[src/rtl/pipe_ctrl_pkg.sv]
// Shared control-word layout, halt-state encoding and ISA opcode/func values
// for the pipelined control unit.
package pipe_ctrl_pkg;

    // Control word: {valid, hlt, wwd, reg_write, mem_to_reg, mem_read, mem_write,
    //                reg_dst[1:0], alu_op[1:0], alu_src}
    localparam int CW           = 12;
    localparam int CTRL_VALID   = 11;
    localparam int CTRL_HLT     = 10;
    localparam int CTRL_WWD     = 9;
    localparam int CTRL_REGWR   = 8;
    localparam int CTRL_MEM2REG = 7;
    localparam int CTRL_MEMRD   = 6;
    localparam int CTRL_MEMWR   = 5;
    localparam int CTRL_REGDST  = 3;   // 2-bit field [4:3]
    localparam int CTRL_ALUOP   = 1;   // 2-bit field [2:1]
    localparam int CTRL_ALUSRC  = 0;

    typedef enum logic [1:0] {
        ST_RUN    = 2'd0,
        ST_DRAIN  = 2'd1,
        ST_HALTED = 2'd2
    } halt_state_e;

    localparam logic [1:0] ALU_ADD  = 2'b00;
    localparam logic [1:0] ALU_OR   = 2'b01;
    localparam logic [1:0] ALU_LHI  = 2'b10;
    localparam logic [1:0] ALU_FUNC = 2'b11;

    localparam logic [1:0] RD_RT  = 2'b00;
    localparam logic [1:0] RD_RD  = 2'b01;
    localparam logic [1:0] RD_R2  = 2'b10;

    // ISA encodings mirrored from opcodes.v
    localparam logic [3:0] OP_BNE = 4'd0,  OP_BEQ = 4'd1,  OP_BGZ = 4'd2,  OP_BLZ = 4'd3;
    localparam logic [3:0] OP_ADI = 4'd4,  OP_ORI = 4'd5,  OP_LHI = 4'd6,  OP_LWD = 4'd7;
    localparam logic [3:0] OP_SWD = 4'd8,  OP_JMP = 4'd9,  OP_JAL = 4'd10, OP_RTYPE = 4'd15;

    localparam logic [5:0] FN_ADD = 6'd0,  FN_SUB = 6'd1,  FN_AND = 6'd2,  FN_ORR = 6'd3;
    localparam logic [5:0] FN_NOT = 6'd4,  FN_TCP = 6'd5,  FN_SHL = 6'd6,  FN_SHR = 6'd7;
    localparam logic [5:0] FN_JPR = 6'd25, FN_JRL = 6'd26, FN_WWD = 6'd28, FN_HLT = 6'd29;

endpackage

[src/rtl/pipe_ctrl_unit_if.sv]
// ID-side inputs and per-stage control outputs of pipe_ctrl_unit.
// retired_cnt exists only when PIPE_CTRL_RETIRE_CNT_EN is defined.
interface pipe_ctrl_unit_if
    import pipe_ctrl_pkg::*;
#(
    parameter int STAGES   = 3,
    parameter int OPCODE_W = 4,
    parameter int FUNC_W   = 6,
    parameter int CNT_W    = 32
) ();
    logic                   id_valid;
    logic [OPCODE_W-1:0]    opcode;
    logic [FUNC_W-1:0]      func_code;
    logic                   mem_stall;
    logic                   hz_stall;
    logic                   flush;
    logic                   id_ready;
    logic [2:0]             branch_info;
    logic                   id_jrl_jpr;
    logic                   id_jxx;
    logic [STAGES*CW-1:0]   ctrl_pipe;
    logic                   retire;
    logic                   halted;
`ifdef PIPE_CTRL_RETIRE_CNT_EN
    logic [CNT_W-1:0]       retired_cnt;
`endif

    modport slave (
        input  id_valid, opcode, func_code, mem_stall, hz_stall, flush,
`ifdef PIPE_CTRL_RETIRE_CNT_EN
        output retired_cnt,
`endif
        output id_ready, branch_info, id_jrl_jpr, id_jxx, ctrl_pipe, retire, halted
    );

    modport master (
        output id_valid, opcode, func_code, mem_stall, hz_stall, flush,
`ifdef PIPE_CTRL_RETIRE_CNT_EN
        input  retired_cnt,
`endif
        input  id_ready, branch_info, id_jrl_jpr, id_jxx, ctrl_pipe, retire, halted
    );
endinterface

[src/rtl/ctrl_decode.sv]
// Combinational opcode/func decode into a control word plus branch/jump hints.
// Undefined encodings yield an all-zero word (valid=0).
module ctrl_decode
    import pipe_ctrl_pkg::*;
#(
    parameter int OPCODE_W = 4,
    parameter int FUNC_W   = 6
) (
    input  logic [OPCODE_W-1:0] opcode_i,
    input  logic [FUNC_W-1:0]   func_code_i,
    output logic [CW-1:0]       ctrl_o,
    output logic [2:0]          branch_info_o,
    output logic                id_jrl_jpr_o,
    output logic                id_jxx_o
);
    logic is_rtype;
    logic is_branch;

    assign is_rtype      = (opcode_i == OPCODE_W'(OP_RTYPE));
    assign is_branch     = (opcode_i <= OPCODE_W'(OP_BLZ));
    assign branch_info_o = {is_branch, opcode_i[1:0]};
    assign id_jrl_jpr_o  = is_rtype && (func_code_i == FUNC_W'(FN_JPR) || func_code_i == FUNC_W'(FN_JRL));
    assign id_jxx_o      = id_jrl_jpr_o || (opcode_i == OPCODE_W'(OP_JAL));

    always_comb begin
        ctrl_o = '0;
        case (opcode_i)
            OPCODE_W'(OP_BNE), OPCODE_W'(OP_BEQ), OPCODE_W'(OP_BGZ), OPCODE_W'(OP_BLZ): begin
                ctrl_o[CTRL_VALID]       = 1'b1;
                ctrl_o[CTRL_ALUOP +: 2]  = ALU_FUNC;
            end
            OPCODE_W'(OP_ADI), OPCODE_W'(OP_ORI), OPCODE_W'(OP_LHI): begin
                ctrl_o[CTRL_VALID]       = 1'b1;
                ctrl_o[CTRL_REGWR]       = 1'b1;
                ctrl_o[CTRL_ALUSRC]      = 1'b1;
                ctrl_o[CTRL_ALUOP +: 2]  = (opcode_i == OPCODE_W'(OP_ADI)) ? ALU_ADD :
                                           (opcode_i == OPCODE_W'(OP_ORI)) ? ALU_OR  : ALU_LHI;
            end
            OPCODE_W'(OP_LWD): begin
                ctrl_o[CTRL_VALID]       = 1'b1;
                ctrl_o[CTRL_REGWR]       = 1'b1;
                ctrl_o[CTRL_MEM2REG]     = 1'b1;
                ctrl_o[CTRL_MEMRD]       = 1'b1;
                ctrl_o[CTRL_ALUSRC]      = 1'b1;
            end
            OPCODE_W'(OP_SWD): begin
                ctrl_o[CTRL_VALID]       = 1'b1;
                ctrl_o[CTRL_MEMWR]       = 1'b1;
                ctrl_o[CTRL_ALUSRC]      = 1'b1;
            end
            OPCODE_W'(OP_JMP): ctrl_o[CTRL_VALID] = 1'b1;
            OPCODE_W'(OP_JAL): begin
                ctrl_o[CTRL_VALID]       = 1'b1;
                ctrl_o[CTRL_REGWR]       = 1'b1;
                ctrl_o[CTRL_REGDST +: 2] = RD_R2;
                ctrl_o[CTRL_ALUOP +: 2]  = ALU_FUNC;
            end
            OPCODE_W'(OP_RTYPE): begin
                case (func_code_i)
                    FUNC_W'(FN_ADD), FUNC_W'(FN_SUB), FUNC_W'(FN_AND), FUNC_W'(FN_ORR),
                    FUNC_W'(FN_NOT), FUNC_W'(FN_TCP), FUNC_W'(FN_SHL), FUNC_W'(FN_SHR): begin
                        ctrl_o[CTRL_VALID]       = 1'b1;
                        ctrl_o[CTRL_REGWR]       = 1'b1;
                        ctrl_o[CTRL_REGDST +: 2] = RD_RD;
                        ctrl_o[CTRL_ALUOP +: 2]  = ALU_FUNC;
                    end
                    FUNC_W'(FN_WWD): begin
                        ctrl_o[CTRL_VALID]       = 1'b1;
                        ctrl_o[CTRL_WWD]         = 1'b1;
                        ctrl_o[CTRL_REGDST +: 2] = RD_RD;
                        ctrl_o[CTRL_ALUOP +: 2]  = ALU_FUNC;
                    end
                    FUNC_W'(FN_JRL): begin
                        ctrl_o[CTRL_VALID]       = 1'b1;
                        ctrl_o[CTRL_REGWR]       = 1'b1;
                        ctrl_o[CTRL_REGDST +: 2] = RD_R2;
                        ctrl_o[CTRL_ALUOP +: 2]  = ALU_FUNC;
                    end
                    FUNC_W'(FN_JPR): ctrl_o[CTRL_VALID] = 1'b1;
                    FUNC_W'(FN_HLT): begin
                        ctrl_o[CTRL_VALID]       = 1'b1;
                        ctrl_o[CTRL_HLT]         = 1'b1;
                    end
                    default: ctrl_o = '0;
                endcase
            end
            default: ctrl_o = '0;
        endcase
    end
endmodule

[src/rtl/pipe_ctrl_unit.sv]
// Decodes ID into a control word and carries it through STAGES registered slices; HLT drains then halts.
// Latency: an accepted instruction sits in slice k after k+1 unfrozen cycles; retire is combinational from WB.
// Backpressure: mem_stall freezes all slices, hz_stall/flush/drain inject bubbles; retired_cnt via PIPE_CTRL_RETIRE_CNT_EN.
module pipe_ctrl_unit
    import pipe_ctrl_pkg::*;
#(
    parameter int STAGES   = 3,
    parameter int OPCODE_W = 4,
    parameter int FUNC_W   = 6,
    parameter int CNT_W    = 32
) (
    input  logic            clk,
    input  logic            reset,
    pipe_ctrl_unit_if.slave bus
);
    if (STAGES < 2 || STAGES > 5 || CNT_W < 1) begin : g_bad_cfg
        $error("pipe_ctrl_unit: STAGES must be 2..5 and CNT_W >= 1");
    end

    logic [CW-1:0]             dec_word;
    logic [CW-1:0]             wb;
    logic [STAGES-1:0][CW-1:0] stage_q, stage_d;
    halt_state_e               state_q;
    logic                      halted_q;
    logic                      accept;
    logic                      hlt_load;

    ctrl_decode #(.OPCODE_W(OPCODE_W), .FUNC_W(FUNC_W)) u_decode (
        .opcode_i      (bus.opcode),
        .func_code_i   (bus.func_code),
        .ctrl_o        (dec_word),
        .branch_info_o (bus.branch_info),
        .id_jrl_jpr_o  (bus.id_jrl_jpr),
        .id_jxx_o      (bus.id_jxx)
    );

    assign bus.id_ready  = !bus.mem_stall && !bus.hz_stall && (state_q == ST_RUN);
    assign accept        = bus.id_valid && bus.id_ready;
    assign hlt_load      = accept && !bus.flush && dec_word[CTRL_HLT];
    assign wb            = stage_q[STAGES-1];
    assign bus.retire    = wb[CTRL_VALID] && !bus.mem_stall;
    assign bus.ctrl_pipe = stage_q;
    assign bus.halted    = halted_q;

    // A flushed or non-accepted ID slot becomes an all-zero bubble in EX.
    always_comb begin
        stage_d = stage_q;
        if (!bus.mem_stall) begin
            stage_d[0] = (accept && !bus.flush) ? dec_word : '0;
            for (int k = 1; k < STAGES; k++) begin
                stage_d[k] = stage_q[k-1];
            end
        end
    end

    always_ff @(posedge clk or posedge reset) begin
        if (reset) begin
            stage_q <= '0;
        end else begin
            stage_q <= stage_d;
        end
    end

    always_ff @(posedge clk or posedge reset) begin
        if (reset) begin
            state_q  <= ST_RUN;
            halted_q <= 1'b0;
        end else begin
            case (state_q)
                ST_RUN:    if (hlt_load) state_q <= ST_DRAIN;
                ST_DRAIN:  if (wb[CTRL_VALID] && wb[CTRL_HLT] && !bus.mem_stall) begin
                               state_q  <= ST_HALTED;
                               halted_q <= 1'b1;
                           end
                ST_HALTED: state_q <= ST_HALTED;
                default:   state_q <= ST_RUN;
            endcase
        end
    end

`ifdef PIPE_CTRL_RETIRE_CNT_EN
    logic [CNT_W-1:0] cnt_q;

    always_ff @(posedge clk or posedge reset) begin
        if (reset) begin
            cnt_q <= '0;
        end else if (bus.retire && !wb[CTRL_HLT] && state_q != ST_HALTED) begin
            cnt_q <= cnt_q + CNT_W'(1);
        end
    end

    assign bus.retired_cnt = cnt_q;
`endif

endmodule

[src/flat_wrapper.sv]
// flat-port wrapper written by rule: the top's interface ports become plain ports
module pipe_ctrl_unit_flat import pipe_ctrl_pkg::*;
#(
    parameter int STAGES   = 3,
    parameter int OPCODE_W = 4,
    parameter int FUNC_W   = 6,
    parameter int CNT_W    = 32
)
  (clk, reset, bus_id_valid, bus_opcode, bus_func_code, bus_mem_stall, bus_hz_stall, bus_flush, bus_id_ready, bus_branch_info, bus_id_jrl_jpr, bus_id_jxx, bus_ctrl_pipe, bus_retire, bus_halted);
  pipe_ctrl_unit_if #(.STAGES(STAGES), .OPCODE_W(OPCODE_W), .FUNC_W(FUNC_W), .CNT_W(CNT_W)) bus_i ();
  input  logic clk;
  input  logic reset;
  input wire logic [$bits(bus_i.id_valid)-1:0] bus_id_valid;
  input wire logic [$bits(bus_i.opcode)-1:0] bus_opcode;
  input wire logic [$bits(bus_i.func_code)-1:0] bus_func_code;
  input wire logic [$bits(bus_i.mem_stall)-1:0] bus_mem_stall;
  input wire logic [$bits(bus_i.hz_stall)-1:0] bus_hz_stall;
  input wire logic [$bits(bus_i.flush)-1:0] bus_flush;
  output wire logic [$bits(bus_i.id_ready)-1:0] bus_id_ready;
  output wire logic [$bits(bus_i.branch_info)-1:0] bus_branch_info;
  output wire logic [$bits(bus_i.id_jrl_jpr)-1:0] bus_id_jrl_jpr;
  output wire logic [$bits(bus_i.id_jxx)-1:0] bus_id_jxx;
  output wire logic [$bits(bus_i.ctrl_pipe)-1:0] bus_ctrl_pipe;
  output wire logic [$bits(bus_i.retire)-1:0] bus_retire;
  output wire logic [$bits(bus_i.halted)-1:0] bus_halted;
  assign bus_i.id_valid = bus_id_valid;
  assign bus_i.opcode = bus_opcode;
  assign bus_i.func_code = bus_func_code;
  assign bus_i.mem_stall = bus_mem_stall;
  assign bus_i.hz_stall = bus_hz_stall;
  assign bus_i.flush = bus_flush;
  assign bus_id_ready = bus_i.id_ready;
  assign bus_branch_info = bus_i.branch_info;
  assign bus_id_jrl_jpr = bus_i.id_jrl_jpr;
  assign bus_id_jxx = bus_i.id_jxx;
  assign bus_ctrl_pipe = bus_i.ctrl_pipe;
  assign bus_retire = bus_i.retire;
  assign bus_halted = bus_i.halted;
  pipe_ctrl_unit #(.STAGES(STAGES), .OPCODE_W(OPCODE_W), .FUNC_W(FUNC_W), .CNT_W(CNT_W)) u_core (.clk(clk), .reset(reset), .bus(bus_i));
endmodule
[config.mk]
export PLATFORM = sky130hd
export DESIGN_NAME = pipe_ctrl_unit_flat
export DESIGN_NICKNAME = d
export VERILOG_FILES = /design/src/rtl/pipe_ctrl_pkg.sv /design/src/rtl/pipe_ctrl_unit_if.sv /design/src/rtl/ctrl_decode.sv /design/src/rtl/pipe_ctrl_unit.sv /design/src/flat_wrapper.sv
export SDC_FILE = /design/constraint.sdc
export NUM_CORES = 1
export LEC_CHECK = 0
export CAP_MARGIN = 5
export CORE_ASPECT_RATIO = 0.75
export CORE_MARGIN = 1.5
export CORE_UTILIZATION = 30
export CTS_BUF_LIST = sky130_fd_sc_hd__clkbuf_2 sky130_fd_sc_hd__clkbuf_4 sky130_fd_sc_hd__clkbuf_8
export DETAILED_ROUTE_END_ITERATION = 16
export HOLD_SLACK_MARGIN = 0.12
export PLACE_DENSITY = 0.6
export SLEW_MARGIN = 20
export SYNTH_ARGS = -nofsm -noshare
export SYNTH_HDL_FRONTEND = slang
export SYNTH_SLANG_ARGS = --single-unit
[constraint.sdc]
create_clock -name clk -period 1.7 [get_ports clk]
set_clock_uncertainty 0.05 [all_clocks]
set_input_delay 0.425 -clock clk [delete_from_list [all_inputs] [get_ports clk]]
set_output_delay 0.425 -clock clk [all_outputs]
set_load 0.01 [all_outputs]
Word-level counts from Yosys, hierarchy flattened
Cells that the tools add are included.
{"block": "totals", "wordCells": 78, "in_bits": 16, "register_bits": 39, "output_inout_bits": 44}
{"block": "op_classes", "muxes": 19, "reduce_logical": 27, "order_cmp": 1, "n_eq_ne": 26}
{"operator": "6-bit by 3-bit == test with 1-bit output, second input constant", "n": 4}
{"operator": "6-bit by 5-bit == test with 1-bit output, second input constant", "n": 4}
{"operator": "9-bit OR reduction", "n": 2}
{"operator": "4-bit by 3-bit == test with 1-bit output, second input constant", "n": 4}
{"operator": "4-bit == test, second input constant", "n": 4}
{"operator": "5-bit OR reduction", "n": 3}
{"operator": "6-bit by 2-bit == test with 1-bit output, second input constant", "n": 2}
{"operator": "12-bit 2-to-1 mux", "n": 1}
{"operator": "2-bit 2-to-1 mux", "n": 6}
{"operator": "2-bit case mux with 3 select lines", "n": 2}
{"operator": "12-bit OR reduction", "n": 1}
{"operator": "11-bit OR reduction", "n": 1}
{"operator": "1-bit logical AND", "n": 9}
{"operator": "4-bit by 2-bit == test with 1-bit output, second input constant", "n": 2}
{"operator": "4-bit case mux with 2 select lines", "n": 1}
{"operator": "6-bit by 1-bit == test with 1-bit output, second input constant", "n": 1}
{"operator": "6-bit zero test", "n": 1}
{"operator": "1-bit 2-to-1 mux", "n": 6}
{"operator": "4-bit by 1-bit == test with 1-bit output, second input constant", "n": 1}
{"operator": "4-bit by 2-bit <= comparator with 1-bit output, second input constant", "n": 1}
{"operator": "4-bit zero test", "n": 1}
{"operator": "2-bit by 1-bit inequality test with 1-bit output, second input constant", "n": 2}
{"operator": "1-bit case mux with 2 select lines", "n": 2}
{"operator": "2-bit case mux with 2 select lines", "n": 1}
{"operator": "other kinds (7)", "n": 11}

Longest topological paths before layout
Gate-level depths: netlist of the first run.
{"block": "depth", "word_depth": 8, "mapped_depth": 6, "ltp_nobuf": 6}

Modules after synthesis
A second synthesis of the first run with hierarchy kept.
{"block": "unflattened", "hier_cells": 156, "hier_area_um2": 1903.1}
{"mod": "pipe_ctrl_unit", "cells_per_inst": 104, "area_per_inst_um2": 1572.8, "n_inst": 1, "seq_area_each_um2": 975.9}
{"mod": "ctrl_decode", "cells_per_inst": 52, "area_per_inst_um2": 330.3, "n_inst": 1, "seq_area_each_um2": 0.0}

Worst setup path before layout of the first run
OpenSTA, ideal clock, no wires.
{"block": "synth_timing", "path_type": "input port to output port", "from": "input port bus_opcode[2]", "to": "output port bus_id_jxx", "slack_ns": -0.257, "arrival_time_ns": 1.482, "cell_stages": 4, "cell_sequence": "buf_2 -> nand4b_1 -> nor4_1 -> or2_2"}
{"block": "synth_via", "elab_chain_cells": 3, "elab_cells_between_ends": 4, "cone_classes": "eq/ne (2); reduce/logical (2)"}
{"element": "from (decl)", "line": "flat_wrapper.sv:14", "text": "input wire logic [$bits(bus_i.opcode)-1:0] bus_opcode;"}
{"element": "4-bit == test", "line": "ctrl_decode.sv:19", "text": "assign is_rtype = (opcode_i == OPCODE_W'(OP_RTYPE));"}
{"element": "1-bit logical AND", "line": "ctrl_decode.sv:22", "text": "assign id_jrl_jpr_o = is_rtype && (func_code_i == FUNC_W'(FN_JPR) || func_code_i == FUNC_W'(FN_JRL));"}
{"element": "via bus_id_jrl_jpr", "line": "flat_wrapper.sv:21", "text": "output wire logic [$bits(bus_i.id_jrl_jpr)-1:0] bus_id_jrl_jpr;"}
{"element": "1-bit logical OR", "line": "ctrl_decode.sv:23", "text": "assign id_jxx_o = id_jrl_jpr_o || (opcode_i == OPCODE_W'(OP_JAL));"}
{"element": "to (decl)", "line": "flat_wrapper.sv:22", "text": "output wire logic [$bits(bus_i.id_jxx)-1:0] bus_id_jxx;"}
The timed path passes the listed nets, and every way through them passes these cells.

Final worst setup path of the first run
{"block": "layout_timing", "from": "input port bus_func_code[5]", "to": "output port bus_id_jxx"}
{"block": "layout_via", "elab_chain_cells": 4, "elab_cells_between_ends": 5, "cone_classes": "eq/ne (2); reduce/logical (3)"}
{"element": "from (decl)", "line": "flat_wrapper.sv:15", "text": "input wire logic [$bits(bus_i.func_code)-1:0] bus_func_code;"}
{"element": "6-bit by 5-bit == test with 1-bit output", "line": "ctrl_decode.sv:22"}
{"element": "1-bit logical OR *", "line": "ctrl_decode.sv:22"}
{"element": "1-bit logical AND *", "line": "ctrl_decode.sv:22"}
{"element": "1-bit logical OR *", "line": "ctrl_decode.sv:23"}
Mark *: on every way between the ends. The rest lies on a longest branch, timed or not.

==> key figures, run 1 <==
CTS
  – CTS H-Tree Depth: 2
  – Clock latency on the worst-skew pair: 0.29 ns
  – Clock tree from TritonCTS: built
  – Total CTS buffers: 5
  – Clk buf depth: 2
  – Clock-pin slew on the worst setup and hold paths: 0.07 ns
  – Clk sink count: 36
  – CTS Hold Bufs: 0
  – Root Buffer: clkbuf_8

Die
  – Die Height: 69.60 um
  – Placeable Area: 5766 um^2
  – Die W: 91.80 um
  – Die area: 6389 um^2
  – FP Rows: 24
  – Starting Density: 0.3077
  – IO Count: 60

Route
  – Pre-Repair DR Iteration Count: 4
  – Vias: 1491
  – DRT Wirelength: 4.249 mm
  – Via/cell ratio: 4.574
  – # DRC: 0
  – Final ANT Viol Nets: 0
  – Avg WL per Cell: 13.03 um
  – DRT iter0 DRCs: 58

Worst setup path
  – Worst setup EP type: primary output
  – CP Launch Point: bus_func_code[5]
  – Setup CP Type: in2out
  – FF-to-FF Start: u_core.state_q[1]
  – Arrival time at the worst endpoint: 1.31 ns
  – Worst EP required: 1.22 ns
  – CP Launch Type: primary input
  – Critical path peak fanout: 3

Pwr
  – P_sw: 438.4 uW
  – LEAKAGE: 1.720 nW
  – Comb pwr share: 0.137
  – P_int: 1.461 mW
  – Power Density: 657.3 nW/um^2
  – Net Sw Frac: 0.2308
  – Power share of the clock group: 0.399
  – Worst VDD drop: 0.2341 mV
  – Sequential power share: 0.464

Final layout
  – Share of cells above drive strength 1: 0.4194
  – Nets: 266
  – Area of the multi-input gates: 845.8 um^2
  – Fillers: 524
  – Reg area: 900.9 um^2
  – Fin area: 2890 um^2
  – Layout area overhead: 62.91%
  – Ant. Diodes: 0
  – Util after Layout: 0.5013

Placement
  – Place WS: -0.9592 ns
  – IO Port Bufs: 59
  – DP Area: 2650 um^2
  – Detail Placement HPWL: 3.011 mm
  – GPL Wtd Cong: 0.7867

Synth
  – Top-area cell type share of the netlist area: 0.5078
  – Unique masters post-synth: 41
  – Syn Inst Count: 150
  – Avg Inst Size Synth: 11.83 um^2
  – Number of synthesized register bits: 36
  – Syn Nets: 169
  – Part of the Yosys area used for sequential elements: 0.5078
  – Ys flop type: dfrtp_1
  – YS warnings: 0
  – Mapped Area: 1774 um^2
  – Post-synthesis async set-or-reset flop share: 1.000
  – Largest cells by area after synthesis: dfrtp_1 (51%), mux2_2 (14%), buf_4 (2.5%)
  – Post-synth top area cell: dfrtp_1
  – Post-synth EDFFs: 0

Outcome
  – Status: finished, violations left
  – Failing checks: negative setup slack

STA
  – Slew HR: 0.7688
  – Final Hold Viols: 0
  – PnR worst setup slack: -0.08764 ns
  – Max Fclk: 0.5594 GHz
  – Final setup vio count: 3
  – Tmin final: 1.788 ns
  – Max-slew violation count: 0
  – Min Hold Slack: 0.4185 ns
  – Worst-Margin Slew: 0.3468 ns
  – Tcrit/Tclk final: 1.052
  – RSZ-0062 raised after global routing: true

GRT
  – All-Layer GR Usage: 0.1393
  – First-pass GRT wire length: 6.941 mm
  – Initial antenna violation count: 0
  – Pin count of the biggest net entering global routing: 37
  – Total congestion overflow: 0
  – Vias in the first global route: 1421

Hold path
  – Worst Min Path Start: u_core.bus.halted
  – Worst min-delay path class: reg2reg

Run
  – Max-cap viol count: 0
==> area by class of cell <==
class / instances / share of cell area
Clock buffer: 6 / 0.02641
Clock inverter: 2 / 0.01212
Inverter: 5 / 0.006494
Multi-Input combinational cell: 96 / 0.2926
Sequential cell: 36 / 0.3117
Tap cell: 78 / 0.03377
Timing Repair Buffer: 103 / 0.3169
==> synthesized netlist by cell type (2+ instances only) <==
cell type,count
nand3_1,2
a221o_1,2
ha_1,3
buf_4,6
clkbuf_2,2
nor2b_1,5
mux2_2,22
o211ai_1,2
o21ai_0,4
and4b_1,2
or2_2,2
xnor2_1,2
nand4b_1,2
nand4_1,3
a32o_1,2
nor4_1,2
dfrtp_1,36
a21oi_1,4
nor2_1,3
nor3b_1,3
a21o_1,3
nand3b_1,2
inv_1,5
nand2_1,12
buf_2,3
==> what timing repair did <==
action | CTS | global route
gates resized for setup | 72 | 22
setup endpoints to repair | 25 | 29
pin swaps | 9 | 6
setup buffers | 10 | 5
==> kinds of logic (layout without fill, tap and decap cells) <==
logic type               count (synthesis)  in the layout  share of synthesized area
AO/OA/AOI/OAI                           25             25                     0.1051
XOR/XNOR                                 2              2                   0.009875
adder cells (fa/ha/maj)                  3              3                    0.02116
flip-flops                              36             36                     0.5078
AND/OR/NAND/NOR                         44             44                     0.1580
buffers and inverters                   18            116                    0.05853
multiplexers                            22             22                     0.1396
==> cell usage in the layout (no fill, tap or decap), types with 2 or more instances in the layout <==
cell type        count
a221o_1              2
buf_4               43
o211ai_1             2
clkbuf_8             5
dlygate4sd2_1       15
buf_2                8
a32o_1               2
a21o_1               3
nand2_1             12
clkdlybuf4s15_1      2
clkdlybuf4s50_1     13
buf_6                2
mux2_2              22
nor2b_1              4
o21ai_0              3
inv_2                2
inv_1                3
nor2_1               2
nor3b_1              2
nand4_1              3
dlymetal6s2s_1      17
nand4b_1             2
nand3b_1             2
ha_1                 2
dfrtp_1             36
a21oi_1              4
and4b_1              2
==> critical path, stage by stage <==
cell and delay (ns):
buf_6 0.09, nand4b_1 0.20, buf_4 0.18, nor4_4 0.16, or2_4 0.17, buf_6 0.09
==> metrics by stage <==
stage,power (mW),instances,setup TNS [ns]
after floorplan,1.017,150,-0.1008
after global placement,1.159,307,-7.394
after detailed placement,1.160,307,-7.153
after CTS,1.928,322,-0.1029
after global routing,1.987,326,-0.2568
final,1.900,326,-0.1216
==> per-layer routing <==
| metal | routed length [um] | vias to the layer above | GRT usage |
|---|---|---|---|
| met5 | 0 | - | 0 |
| met4 | 57 | 0 | 0.05128 |
| met3 | 237 | 5 | 0.03728 |
| li1 | - | 736 | - |
| met1 | 2157 | 703 | 0.2058 |
| met2 | 1796 | 47 | 0.1932 |
==> worst paths after layout <==
path | slack [ns] | endpoint | cells past startpoint
worst max-delay path | -0.09 | bus_id_jxx | 6
min in group asynchronous | 0.43 | u_core.wb[8] | 3
worst min-delay path | 0.42 | u_core.bus.halted | 1
worst min register to register | 0.42 | u_core.bus.halted | 1
max in group asynchronous | 0.98 | u_core.bus.ctrl_pipe[7] | 3
worst max register to register | 0.08 | u_core.bus.ctrl_pipe[1] | 7
==> flip-flops by register name, summed over array words and instances, names as in the netlist <==
name / cells
u_core.bus.ctrl_pipe: 22
u_core.state_q: 2
u_core.wb: 11
u_core.bus.halted: 1
==> power groups by stage <==
stage / clock, mW / sequential [mW] / combinational (mW)
2_1_floorplan: 0 / 0.904 / 0.113
3_3_place_gp: 0 / 0.898 / 0.261
5_1_grt: 0.819 / 0.884 / 0.285
3_5_place_dp: 0 / 0.899 / 0.261
6_report: 0.758 / 0.881 / 0.260
4_1_cts: 0.786 / 0.882 / 0.261
Note: power is estimated with default switching activity, not from simulation.
==> inputs of run 2 (changes only) <==
--- a/config.mk
+++ b/config.mk
@@ -8,11 +8,11 @@
 export CAP_MARGIN = 5
 export CORE_ASPECT_RATIO = 0.75
 export CORE_MARGIN = 1.5
-export CORE_UTILIZATION = 30
+export CORE_UTILIZATION = 40
 export CTS_BUF_LIST = sky130_fd_sc_hd__clkbuf_2 sky130_fd_sc_hd__clkbuf_4 sky130_fd_sc_hd__clkbuf_8
 export DETAILED_ROUTE_END_ITERATION = 16
 export HOLD_SLACK_MARGIN = 0.12
-export PLACE_DENSITY = 0.6
+export PLACE_DENSITY = 0.75
 export SLEW_MARGIN = 20
 export SYNTH_ARGS = -nofsm -noshare
 export SYNTH_HDL_FRONTEND = slang
==> key figures, run 2 (synthesis gave the netlist of run 1 again) <==
Outcome
  – Status: finished, violations left
  – Failing checks: negative setup slack

GRT
  – Total congestion overflow: 0 (unchanged)
  – First-pass GRT wire length: 7.231 mm (+4.2%)
  – Pin count of the biggest net entering global routing: 37 (unchanged)
  – Vias in the first global route: 1544 (+8.7%)
  – Initial antenna violation count: 0 (unchanged)
  – All-Layer GR Usage: 0.2016 (+0.06226)

Pwr
  – Sequential power share: 0.491 (+0.027)
  – Net Sw Frac: 0.2337 (+0.002901)
  – Worst VDD drop: 0.3633 mV (+55%)
  – Tot Pwr: 1.797 mW (-5.4%)
  – P_int: 1.377 mW (-5.8%)
  – Comb pwr share: 0.150 (+0.013)
  – P_sw: 419.9 uW (-4.2%)
  – LEAKAGE: 1.672 nW (-2.8%)
  – Power Density: 635.5 nW/um^2 (-3.3%)
  – Power share of the clock group: 0.359 (-0.040)

Die
  – Die W: 79.90 um (-13%)
  – FP Rows: 20 (-17%)
  – Die area: 4848 um^2 (-24%)
  – Die Height: 60.68 um (-13%)
  – Starting Density: 0.4271 (+0.1194)
  – IO Count: 60 (unchanged)
  – Placeable Area: 4154 um^2 (-28%)

STA
  – Final Hold Viols: 0 (unchanged)
  – Final setup vio count: 7 (+4)
  – PnR worst setup slack: -0.04556 ns (+0.04208 ns)
  – Min Hold Slack: 0.4392 ns (+0.02074 ns)
  – RSZ-0062 raised after global routing: true
  – Slew HR: 0.7632 (-0.005547)
  – Setup TNS: -0.09840 ns (+0.02315 ns)
  – Tmin final: 1.746 ns (-0.04208 ns)
  – Worst-Margin Slew: 0.3514 ns (+0.004606 ns)
  – Max-slew violation count: 0 (unchanged)
  – Tcrit/Tclk final: 1.027 (-0.02475)
  – Max Fclk: 0.5729 GHz (+2.4%)

Worst setup path
  – FF-to-FF Start: u_core.state_q[0]
  – Arrival time at the worst endpoint: 1.27 ns (-0.04 ns)
  – Worst r2r dst: u_core.state_q[0]
  – Worst reg2reg setup slack: -0.01 ns (-0.09 ns)
  – CP max stage delay: 0.41 ns (+0.21 ns)
  – Slowest CP cell: dfrtp_1
  – CP Launch Type: flip-flop
  – Critical path peak fanout: 2 (-1)
  – Worst setup EP type: primary output
  – Worst EP required: 1.22 ns (about the same)
  – Worst-path cell chain: inv_2 > ha_4 > nor3b_4 > buf_2
  – Crit path to: bus_id_ready
  – Setup CP Type: reg2out
  – CP Launch Point: u_core.state_q[0]
  – Worst r2r path cells: 7 (unchanged)

Route
  – Avg WL per Cell: 15.06 um (+16%)
  – Met3 WL: 258 um (+8.9%)
  – Vias: 1533 (+2.8%)
  – Top layer reached by signal wires: met4
  – DRT iter0 DRCs: 68 (+17%)
  – # DRC: 0 (unchanged)
  – M1 wire length: 1.954 mm (-9.4%)
  – Via/cell ratio: 5.093 (+11%)
  – Pre-Repair DR Iteration Count: 4 (unchanged)
  – Met2 routed WL: 2.244 mm (+25%)
  – DRT Wirelength: 4.532 mm (+6.7%)
  – Final ANT Viol Nets: 0 (unchanged)

Hold path
  – Worst min-delay path class: in2async

CTS
  – Clock tree from TritonCTS: built
  – Clock latency on the worst-skew pair: 0.29 ns (about the same)
  – CTS H-Tree Depth: 2 (unchanged)
  – Total CTS buffers: 5 (unchanged)
  – Root Buffer: clkbuf_8
  – Clk buf depth: 2 (unchanged)
  – Clk sink count: 36 (unchanged)
  – Clock-pin slew on the worst setup and hold paths: 0.07 ns (about the same)

Run
  – Max-cap viol count: 0 (unchanged)

Final layout
  – Commonest cells after routing, fill and taps aside: buf_4 (41), dfrtp_1 (36), mux2_2 (22), dlygate4sd2_1 (19)
  – Nets: 265 (-0.38%)
  – Max reg flops: 22 (unchanged)
  – Share of cells above drive strength 1: 0.4065 (-0.01285)
  – Commonest non-fill, non-tap cell in the layout: buf_4
  – Ant. Diodes: 0 (unchanged)
  – Layout area overhead: 59.38%

Placement
  – Detail Placement HPWL: 3.429 mm (+14%)
  – IO Port Bufs: 59 (unchanged)
  – GPL Wtd Cong: 0.8728 (+11%)
run 2: cell count changes in the layout (fill, tap and decap cells not counted), moves of 2 or more:
cell	change
clkbuf_8	+2
buf_4	-2
dlygate4sd2_1	+4
dlymetal6s2s_1	-3
run 2: final cells by class:
class | count | area [um^2]
repair buffers | 102 | 903.4
well taps | 55 | 68.82
flip-flops and latches | 36 | 900.9
clock buffers | 7 | 96.34
multi-input cells | 96 | 839.6
fillers | 334 | 1326
inverters | 5 | 18.77
run 2: worst min path at each step:
stage                             startpoint                       end  slack, ns  cells after the start
floorplan                  u_core.state_q[1]         u_core.state_q[1]       0.43                      2
global placement           u_core.bus.halted         u_core.bus.halted       0.40                      1
detailed placement  u_core.bus.ctrl_pipe[10]  u_core.bus.ctrl_pipe[10]       0.45                      2
CTS                                    reset  u_core.bus.ctrl_pipe[23]       0.45                      3
global route                           reset   u_core.bus.ctrl_pipe[4]       0.48                      3
finish                                 reset              u_core.wb[0]       0.44                      3
run 2: what timing repair did:
action	CTS	global route
buffers inserted	5	2
hold buffers	0	0
cloned	0	0
pin swaps	5	8
gates resized for setup	71	20
setup endpoints to repair	36	26
run 2: worst max-delay path: cells and delay by family, from the launching register on:
family | cells | cell delay, ns
flip-flops | 1 | 0.41
buffers and inverters | 2 | 0.25
AND/OR/NAND/NOR | 1 | 0.20
adder cells (fa/ha/maj) | 1 | 0.13
run 2: routing by layer:
layer	vias to the layer above	track usage
met5	-	0
met2	60	0.3397
li1	727	-
met3	5	0.04812
met1	741	0.2529
met4	0	0.08621
run 2: metrics by stage:
stage / area [um^2] / setup slack, ns / util / std cells
5_1_grt: 2828 / -0.1428 / 0.6807 / 301
4_1_cts: 2784 / -0.06571 / 0.6702 / 299
6_report: 2828 / -0.04556 / 0.6807 / 301
3_5_place_dp: 2649 / -0.9442 / 0.6377 / 287
3_3_place_gp: 2649 / -0.8817 / 0.6377 / 287
2_1_floorplan: 1807 / -0.1008 / - / 150
run 2: power by group through the flow:
stage | registers [mW] | logic, mW | clock network [mW]
after global routing | 0.884 | 0.292 | 0.693
after CTS | 0.883 | 0.270 | 0.657
after floorplan | 0.904 | 0.113 | 0
final | 0.882 | 0.270 | 0.645
after global placement | 0.897 | 0.263 | 0
after detailed placement | 0.899 | 0.272 | 0
